$ cat src/rtl/wb_console_seq.sv
// Wishbone master that turns a byte stream into terminal-style updates of the
// wb_char_ram slave: char/control sequencing, shadow cursor and full-screen scroll.
module wb_console_seq #(
  parameter int unsigned COLS = 80,
  parameter int unsigned ROWS = 30,
  parameter logic [7:0]  BASE = 8'h20
) (
  input  logic       clk,
  input  logic       rst,
  input  logic [7:0] char_i,
  input  logic       char_valid_i,
  output logic       char_ready_o,
  output logic [7:0] wb_adr_o,
  output logic [7:0] wb_dat_o,
  input  logic [7:0] wb_dat_i,
  output logic       wb_cyc_o,
  output logic       wb_stb_o,
  output logic       wb_we_o,
  input  logic       wb_ack_i,
  output logic [6:0] cur_x_o,
  output logic [4:0] cur_y_o,
  output logic       busy_o
);

  typedef enum logic [2:0] {
    S_IDLE, S_DECODE, S_BUS, S_SCR_RD, S_SCR_WR, S_SCR_FILL
  } state_t;

  localparam logic [6:0]  X_LAST    = 7'(COLS - 1);
  localparam logic [4:0]  Y_LAST    = 5'(ROWS - 1);
  localparam logic [11:0] IDX_FIRST = 12'(COLS);
  localparam logic [11:0] IDX_LAST  = 12'(COLS * ROWS - 1);
  localparam logic [11:0] FILL_PTR  = 12'((ROWS - 1) * COLS);
  localparam logic [7:0]  FILL_END  = 8'(COLS + 2);

  state_t      state, state_n, ret_state;
  logic [7:0]  ch, step, rd_data;
  logic [6:0]  x, pend_x;
  logic [4:0]  y;
  logic [11:0] idx, dst;
  logic        printable;

  logic        issue, iss_we, fin, to_scroll;
  logic [7:0]  iss_adr, iss_dat;
  logic [6:0]  fin_x, scr_x;
  logic [4:0]  fin_y;

  assign printable    = (ch >= 8'h20) && (ch <= 8'h7E);
  assign dst          = idx - IDX_FIRST;
  assign char_ready_o = (state == S_IDLE);
  assign busy_o       = (state != S_IDLE);
  assign cur_x_o      = x;
  assign cur_y_o      = y;

  always_ff @(posedge clk or posedge rst) begin
    if (rst) state <= S_IDLE;
    else     state <= state_n;
  end

  always_comb begin
    state_n = state;
    case (state)
      S_IDLE:     if (char_valid_i) state_n = S_DECODE;
      S_DECODE: begin
        if (issue)          state_n = S_BUS;
        else if (to_scroll) state_n = S_SCR_RD;
        else if (fin)       state_n = S_IDLE;
      end
      S_BUS:      if (wb_ack_i) state_n = ret_state;
      S_SCR_RD:   state_n = issue ? S_BUS : S_SCR_WR;
      S_SCR_WR: begin
        if (issue)                 state_n = S_BUS;
        else if (idx == IDX_LAST)  state_n = S_SCR_FILL;
        else                       state_n = S_SCR_RD;
      end
      S_SCR_FILL: state_n = issue ? S_BUS : S_IDLE;
      default:    state_n = S_IDLE;
    endcase
  end

  // Each sequencing state walks `step`; a step below the phase length issues one
  // transaction (BUS returns here with step+1), the step after it ends the phase.
  always_comb begin
    issue     = 1'b0;
    iss_adr   = '0;
    iss_dat   = '0;
    iss_we    = 1'b1;
    fin       = 1'b0;
    fin_x     = x;
    fin_y     = y;
    to_scroll = 1'b0;
    scr_x     = x;
    case (state)
      S_DECODE: begin
        if (printable) begin
          if (step < 8'd3) begin
            issue = 1'b1;
            case (step[1:0])
              2'd0:    begin iss_adr = BASE + 8'd1; iss_dat = {1'b0, x}; end
              2'd1:    begin iss_adr = BASE + 8'd2; iss_dat = {3'b0, y}; end
              default: begin iss_adr = BASE + 8'd4; iss_dat = ch; end
            endcase
          end else if (x != X_LAST) begin
            fin   = 1'b1;
            fin_x = 7'(x + 7'd1);
          end else if (y != Y_LAST) begin
            fin   = 1'b1;
            fin_x = '0;
            fin_y = 5'(y + 5'd1);
          end else begin
            to_scroll = 1'b1;
            scr_x     = '0;
          end
        end else begin
          case (ch)
            8'h0D: begin fin = 1'b1; fin_x = '0; end
            8'h0A: begin
              if (y != Y_LAST) begin fin = 1'b1; fin_y = 5'(y + 5'd1); end
              else             to_scroll = 1'b1;
            end
            8'h08: begin
              if (x == '0) fin = 1'b1;
              else if (step < 8'd3) begin
                issue = 1'b1;
                case (step[1:0])
                  2'd0:    begin iss_adr = BASE + 8'd1; iss_dat = {1'b0, 7'(x - 7'd1)}; end
                  2'd1:    begin iss_adr = BASE + 8'd2; iss_dat = {3'b0, y}; end
                  default: begin iss_adr = BASE + 8'd4; iss_dat = 8'h20; end
                endcase
              end else begin
                fin   = 1'b1;
                fin_x = 7'(x - 7'd1);
              end
            end
            8'h0C: begin
              if (step == 8'd0) begin issue = 1'b1; iss_adr = BASE; iss_dat = 8'h01; end
              else begin fin = 1'b1; fin_x = '0; fin_y = '0; end
            end
            default: fin = 1'b1;
          endcase
        end
      end
      S_SCR_RD: begin
        if (step < 8'd3) begin
          issue = 1'b1;
          case (step[1:0])
            2'd0:    begin iss_adr = BASE + 8'd6; iss_dat = {4'b0, idx[11:8]}; end
            2'd1:    begin iss_adr = BASE + 8'd7; iss_dat = idx[7:0]; end
            default: begin iss_adr = BASE + 8'd8; iss_we = 1'b0; end
          endcase
        end
      end
      S_SCR_WR: begin
        if (step < 8'd3) begin
          issue = 1'b1;
          case (step[1:0])
            2'd0:    begin iss_adr = BASE + 8'd6; iss_dat = {4'b0, dst[11:8]}; end
            2'd1:    begin iss_adr = BASE + 8'd7; iss_dat = dst[7:0]; end
            default: begin iss_adr = BASE + 8'd8; iss_dat = rd_data; end
          endcase
        end
      end
      S_SCR_FILL: begin
        if (step == 8'd0) begin
          issue = 1'b1; iss_adr = BASE + 8'd6; iss_dat = {4'b0, FILL_PTR[11:8]};
        end else if (step == 8'd1) begin
          issue = 1'b1; iss_adr = BASE + 8'd7; iss_dat = FILL_PTR[7:0];
        end else if (step < FILL_END) begin
          issue = 1'b1; iss_adr = BASE + 8'd8; iss_dat = 8'h20;
        end else begin
          fin   = 1'b1;
          fin_x = pend_x;
        end
      end
      default: ;
    endcase
  end

  always_ff @(posedge clk or posedge rst) begin
    if (rst) begin
      wb_cyc_o  <= 1'b0;
      wb_stb_o  <= 1'b0;
      wb_we_o   <= 1'b0;
      wb_adr_o  <= '0;
      wb_dat_o  <= '0;
      ret_state <= S_IDLE;
      ch        <= '0;
      step      <= '0;
      rd_data   <= '0;
      x         <= '0;
      y         <= '0;
      pend_x    <= '0;
      idx       <= '0;
    end else begin
      if (state == S_IDLE && char_valid_i) begin
        ch   <= char_i;
        step <= '0;
      end
      if (issue) begin
        wb_cyc_o  <= 1'b1;
        wb_stb_o  <= 1'b1;
        wb_we_o   <= iss_we;
        wb_adr_o  <= iss_adr;
        wb_dat_o  <= iss_dat;
        ret_state <= state;
      end
      if (state == S_BUS && wb_ack_i) begin
        wb_cyc_o <= 1'b0;
        wb_stb_o <= 1'b0;
        wb_we_o  <= 1'b0;
        if (!wb_we_o) rd_data <= wb_dat_i;
        step <= 8'(step + 8'd1);
      end
      if (fin) begin
        x <= fin_x;
        y <= fin_y;
      end
      if (to_scroll) begin
        pend_x <= scr_x;
        idx    <= IDX_FIRST;
        step   <= '0;
      end
      if (state == S_SCR_RD && !issue) step <= '0;
      if (state == S_SCR_WR && !issue) begin
        step <= '0;
        if (idx != IDX_LAST) idx <= 12'(idx + 12'd1);
      end
    end
  end

endmodule
$ cat config.mk
export PLATFORM = sky130hd
export DESIGN_NAME = wb_console_seq
export DESIGN_NICKNAME = d
export VERILOG_FILES = /design/src/rtl/wb_console_seq.sv
export SDC_FILE = /design/constraint.sdc
export NUM_CORES = 1
export LEC_CHECK = 0
export ABC_AREA = 0
export CORE_MARGIN = 4
export CORE_UTILIZATION = 58
export DETAILED_ROUTE_END_ITERATION = 8
export PLACE_DENSITY = 0.88
export SYNTH_ARGS = -nofsm -noshare
export SYNTH_HDL_FRONTEND = slang
export SYNTH_SLANG_ARGS = --single-unit
$ cat constraint.sdc
create_clock -name clk -period 3.4 [get_ports clk]
set_input_delay 0.68 -clock clk [delete_from_list [all_inputs] [get_ports clk]]
set_output_delay 0.68 -clock clk [all_outputs]
set_load 0.005 [all_outputs]
==> out/qor.txt, run 1 <==
Hold crit path type -> flip-flop to flip-flop
Drt first pass iters -> 6
P_leak -> 2.41 nW
Fin util -> 69.6%
Pwr Density -> 712 nW/um^2
DR vias/cell -> 6.74
Count of state elements after synthesis -> 76
Power Total -> 4.11 mW
Filler-free cell count of the finished design -> 727
Max Slew Vio Count -> 0
EDFF count, synth -> 0
Post-route cell area -> 5770 sq um
Synthesis Warnings -> 0
GRT Overall Usage -> 29.2%
Max-cap violations -> 0
GPL Wtd Cong -> 0.989
Pre-CTS WS -> 0.562 ns
RSZ-0062 raised after global routing -> false
Clock Latency Late Sink -> 0.36 ns
Initial antenna violation count -> 0
CTS tree -> yes
Pin slew with the least headroom to its limit -> 0.900 ns
Pin count of the biggest net entering global routing -> 53
Placed cells -> 711
Remaining routing DRC violations -> 0
Status -> completed
Initial Util -> 60.4%
Area leader, netlist -> dfrtp_1
Cells after Synth -> 587
Vias -> 4902
Die X-Extent -> 101 um
Rows -> 33
Starting DRT DRC Count -> 608
GRT overflow -> 0
Main synth FF type -> dfrtp_1
Count leader, synth -> dfrtp_1
Max Freq -> 348 MHz
Tcrit/Tclk final -> 84.5%
Clock transition at path regs -> 0.08 ns
Worst Setup Start Kind -> flip-flop
Detailed Route WL -> 14.3 mm
Final setup fails -> 0
Post_cts resized -> 0
CTS Root Cell -> clkbuf_8
Setup TNS -> 0 ns
HPWL Detailed -> 10.3 mm
CP endpoint kind -> flip-flop
Post-synth top cells -> dfrtp_1 (76), nor2_1 (58), nand2_1 (57)
Dominant cells by area after synthesis -> dfrtp_1 (38%), o21ai_0 (5.3%), nor2_1 (4.3%), nand2_1 (4.3%), mux2_2 (3.8%)
Share of cells above drive strength 1 -> 11.1%
Syn avg cell area -> 8.55 sq um
Register area share after synthesis -> 37.9%
Number of global-route vias before repair -> 4619
Dpl cell area -> 5530 sq um
Async SR Flop Fraction -> 100%
Chip height -> 101 um
CP required -> 3.65 ns
Clock Path Buffers -> 2
Antenna viol nets, final -> 0
Mapped Area -> 5020 sq um
Peak supply drop -> 500 uV
Hold Slack -> 0.475 ns
Worst Skew -> 0.0157 ns
H-tree levels -> 3
Num CTS Buffers -> 9
Setup Buffers After CTS -> 0
CTS Hold Bufs -> 0
Layout Nets -> 649
# port buffers -> 49
Setup CP Type -> flip-flop to flip-flop
Core ar. -> 8300 sq um
Clock sink total -> 76
Area share of the largest cell type after synthesis -> 37.9%
Area growth syn-to-layout -> 15.1%
Worst Path Arrival -> 3.12 ns
Die area -> 10200 sq um
First-pass GRT wire length -> 23.6 mm
DR WL/cell -> 19.7 um
Diode count -> 0
Fin. Hold Viols -> 0
Slew HR -> 40.0%
I/O Pins -> 53
Synth unique cells -> 77
Setup ws final -> 0.528 ns
Fin crit period -> 2.87 ns
Crit path max fanout -> 13
state kept, by name (all words and copies together) (netlist names):
signal and cells:
step 8, cur_x_o 7, wb_we_o 1, idx 12, pend_x 7, cur_y_o 5
wb_stb_o 1, state 3, ch 8, rd_data 8, wb_dat_o 8, ret_state 3
wb_adr_o 5
report_power, final:
part / total [mW] / switching (mW) / internal, mW / leakage (nW)
clock network: 0.844 / 0.355 / 0.489 / 0.120
logic: 1.86 / 1.09 / 0.771 / 1.29
registers: 1.40 / 0.290 / 1.11 / 0.998
final timing paths:
check                                 start           to  slack (ns)  cells past startpoint
min in group asynchronous               rst      step[7]        0.68                      2
worst max-delay path                  ch[6]   cur_x_o[5]        0.53                      7
worst min register to register  wb_adr_o[5]  wb_adr_o[5]        0.48                      1
worst max register to register        ch[6]   cur_x_o[5]        0.53                      7
max in group asynchronous               rst        ch[7]        2.03                      3
worst min-delay path            wb_adr_o[5]  wb_adr_o[5]        0.48                      1
cells by family (layout without fill, tap and decap cells):
family	Yosys count	after routing	synth area share, %
AO/OA/AOI/OAI	178	178	23.8
XOR/XNOR	9	9	1.57
adder cells (fa/ha/maj)	12	12	2.99
buffers and inverters	58	91	5.24
flip-flops	76	76	37.9
multiplexers	19	19	4.22
other	1	3	0.0748
AND/OR/NAND/NOR	234	234	24.2
per-layer routing:
metal	track usage, %	vias to the layer above	wire, um
met5	0	-	0
met2	44.4	341	6430
met1	41.3	2308	5900
met3	6.23	50	1600
met4	10.4	0	409
li1	-	2203	-
worst max-delay path: stages (launching register included):
cell,delay (ns)
dfrtp_1,0.44
or4b_1,0.60
nor3_1,0.27
a22o_1,0.17
o211ai_1,0.10
a21oi_1,0.71
o21ai_0,0.21
a22o_1,0.28
layout by cell type (no fill, tap or decap), types with 3 or more instances in the layout:
master,n
dfrtp_1,76
nor2_1,58
nand2_1,57
o21ai_0,53
clkdlybuf4s50_1,49
a21oi_1,33
nand3_1,24
mux2_2,17
inv_1,14
nor3_1,13
and3_1,12
a31oi_1,12
ha_1,12
nand4_1,11
nor2b_1,11
o211ai_1,10
buf_4,10
clkbuf_8,9
a22oi_1,8
nand2b_1,7
a211oi_1,7
nor4_1,6
a22o_1,6
xnor2_1,6
a21o_1,6
nor3b_1,5
and2_1,4
nand4b_1,4
o21ai_1,3
a41oi_1,3
or2_2,3
or3_1,3
xor2_1,3
conb_1,3
bufinv_16,3
final cells by class:
class | instances | area [sq um]
Multi-Input combinational cell | 455 | 2860
Clock buffer | 10 | 128
Fill cell | 645 | 2520
Sequential cell | 76 | 1900
Timing Repair Buffer | 60 | 586
Tap cell | 105 | 131
Inverter | 15 | 56.3
Clock inverter | 6 | 113
Power figures use the tool's default switching activity.
==> run 2, diff against run 1 <==
==> constraint.sdc (replaced) <==
create_clock -name clk -period 3 [get_ports clk]
set_input_delay 0.6 -clock clk [delete_from_list [all_inputs] [get_ports clk]]
set_output_delay 0.6 -clock clk [all_outputs]
set_load 0.005 [all_outputs]
==> out/qor.txt, run 2 (synthesis gave the netlist of run 1 again) <==
Status -> completed
Initial antenna violation count -> 0
Setup TNS -> 0 ns
Fin util -> 70.8%
Setup CP Type -> flip-flop to flip-flop
Setup Buffers After CTS -> 0
Layout Nets -> 665
GPL Wtd Cong -> 0.948
# port buffers -> 49
Worst path bufs/invs -> 0
Initial Util -> 60.4%
GRT Overall Usage -> 29.5%
Peak supply drop -> 454 uV
I/O Pins -> 53
Fin crit period -> 2.88 ns
Clock sink total -> 76
Clock Latency Late Sink -> 0.36 ns
Drt first pass iters -> 6
CTS Root Cell -> clkbuf_8
Diode count -> 0
RSZ-0062 raised after global routing -> false
Detailed Route WL -> 14.5 mm
Worst Path Arrival -> 3.12 ns
Max-cap violations -> 0
Crit path cell chain -> ha_1 > and3_1 > nand3_1 > o41a_2 > nor2_2 > nor2_1 > o21ai_0 > o41ai_1
Clock transition at path regs -> 0.09 ns
Crit path max fanout -> 9
Largest register FFs -> 12
Hold crit path type -> flip-flop to flip-flop
CP endpoint kind -> flip-flop
Core ar. -> 8300 sq um
Area growth syn-to-layout -> 17.1%
Number of global-route vias before repair -> 4653
Final setup fails -> 0
Clock Path Buffers -> 2
Antenna viol nets, final -> 0
CP peak stage delay -> 0.58 ns
Pin count of the biggest net entering global routing -> 77
Fill cells -> 652
Power Total -> 4.64 mW
HPWL Detailed -> 10.5 mm
Rows -> 33
Max Slew Vio Count -> 0
CTS tree -> yes
P_leak -> 2.48 nW
CP required -> 3.24 ns
Tcrit/Tclk final -> 96.0%
First-pass GRT wire length -> 23.7 mm
Commonest non-fill, non-tap cell in the layout -> dfrtp_1
DR WL/cell -> 19.4 um
H-tree levels -> 3
DR vias/cell -> 6.66
Worst Skew -> 0.00986 ns
Fin. Hold Viols -> 0
Kind of cell adding the most delay to the critical path -> simple AND/OR/NAND/NOR gates
Setup ws final -> 0.120 ns
Starting DRT DRC Count -> 466
Most frequent cells in the layout -> dfrtp_1 (76), nor2_1 (58), nand2_1 (57), o21ai_0 (53), clkdlybuf4s50_1 (49)
Chip height -> 101 um
FF/Latch Area -> 1900 sq um
Worst Setup Start Kind -> flip-flop
GRT overflow -> 0
Die area -> 10200 sq um
Pwr Density -> 790 nW/um^2
Remaining routing DRC violations -> 0
Pre-CTS WS -> 0.128 ns
Vias -> 4946
Most flops, register -> idx
Share of cells above drive strength 1 -> 13.5%
CTS Hold Bufs -> 0
Post_cts resized -> 0
Die X-Extent -> 101 um
Pin slew with the least headroom to its limit -> 0.767 ns
Slew HR -> 48.5%
Slowest stage cell, crit path -> o41a_2
Num CTS Buffers -> 9
Multi-input gate area -> 2860 sq um
Max Freq -> 347 MHz
==> run 2: cell types whose count changed in the layout (fill, tap and decap cells not counted) <==
cell        delta
buf_4         +16
a21oi_1        -1
clkinv_4       -1
clkinvlp_4     +2
bufinv_16      -1
a21oi_2        +1
==> run 2: layout make-up <==
class	instances	area share, %
clock buffer	10	2.17
multi-input combinational	455	48.7
sequential	76	32.4
inverter	15	0.958
tap	105	2.24
timing repair buffer	76	12.0
clock inverter	6	1.51
==> run 2: worst register-to-register path: stages, from the launching register on <==
cell and delay, ns:
dfrtp_1 0.52, ha_1 0.25, and3_1 0.24, nand3_1 0.15
o41a_2 0.58, nor2_2 0.45, nor2_1 0.24, o21ai_0 0.22
o41ai_1 0.10
==> run 2: worst paths after layout <==
| kind | start | slack [ns] | cells after the start | to |
|---|---|---|---|---|
| setup / recovery | cur_x_o[0] | 0.12 | 8 | idx[10] |
| hold / removal | wb_adr_o[5] | 0.47 | 1 | wb_adr_o[5] |
| setup reg to reg | cur_x_o[0] | 0.12 | 8 | idx[10] |
| hold reg to reg | wb_adr_o[5] | 0.47 | 1 | wb_adr_o[5] |
| max in group asynchronous | rst | 2.02 | 3 | ch[1] |
| min in group asynchronous | rst | 0.62 | 3 | wb_stb_o |
==> run 2: through the flow <==
step	hold WS, ns	cells	area (sq um)
6_report	0.474	743	5870
5_1_grt	0.497	743	5870
4_1_cts	0.476	743	5870
3_5_place_dp	0.455	727	5650
3_3_place_gp	0.450	727	5650
2_1_floorplan	0.439	589	5020
==> run 2: metal layers <==
| metal | wire (um) | up-vias | GRT usage [%] | share of wire [%] |
|---|---|---|---|---|
| li1 | - | 2234 | - | - |
| met2 | 6550 | 296 | 44.2 | 45 |
| met1 | 6120 | 2375 | 41.6 | 42 |
| met5 | 0 | - | 0 | 0 |
| met3 | 1410 | 41 | 6.37 | 9.7 |
| met4 | 370 | 0 | 11.5 | 2.6 |
==> run 2: where the power goes <==
| part | switching [mW] | total, mW | internal [mW] |
|---|---|---|---|
| sequential | 0.254 | 1.52 | 1.26 |
| clock | 0.403 | 0.871 | 0.469 |
| combinational | 1.30 | 2.25 | 0.950 |
| total | 1.96 | 4.64 | 2.68 |
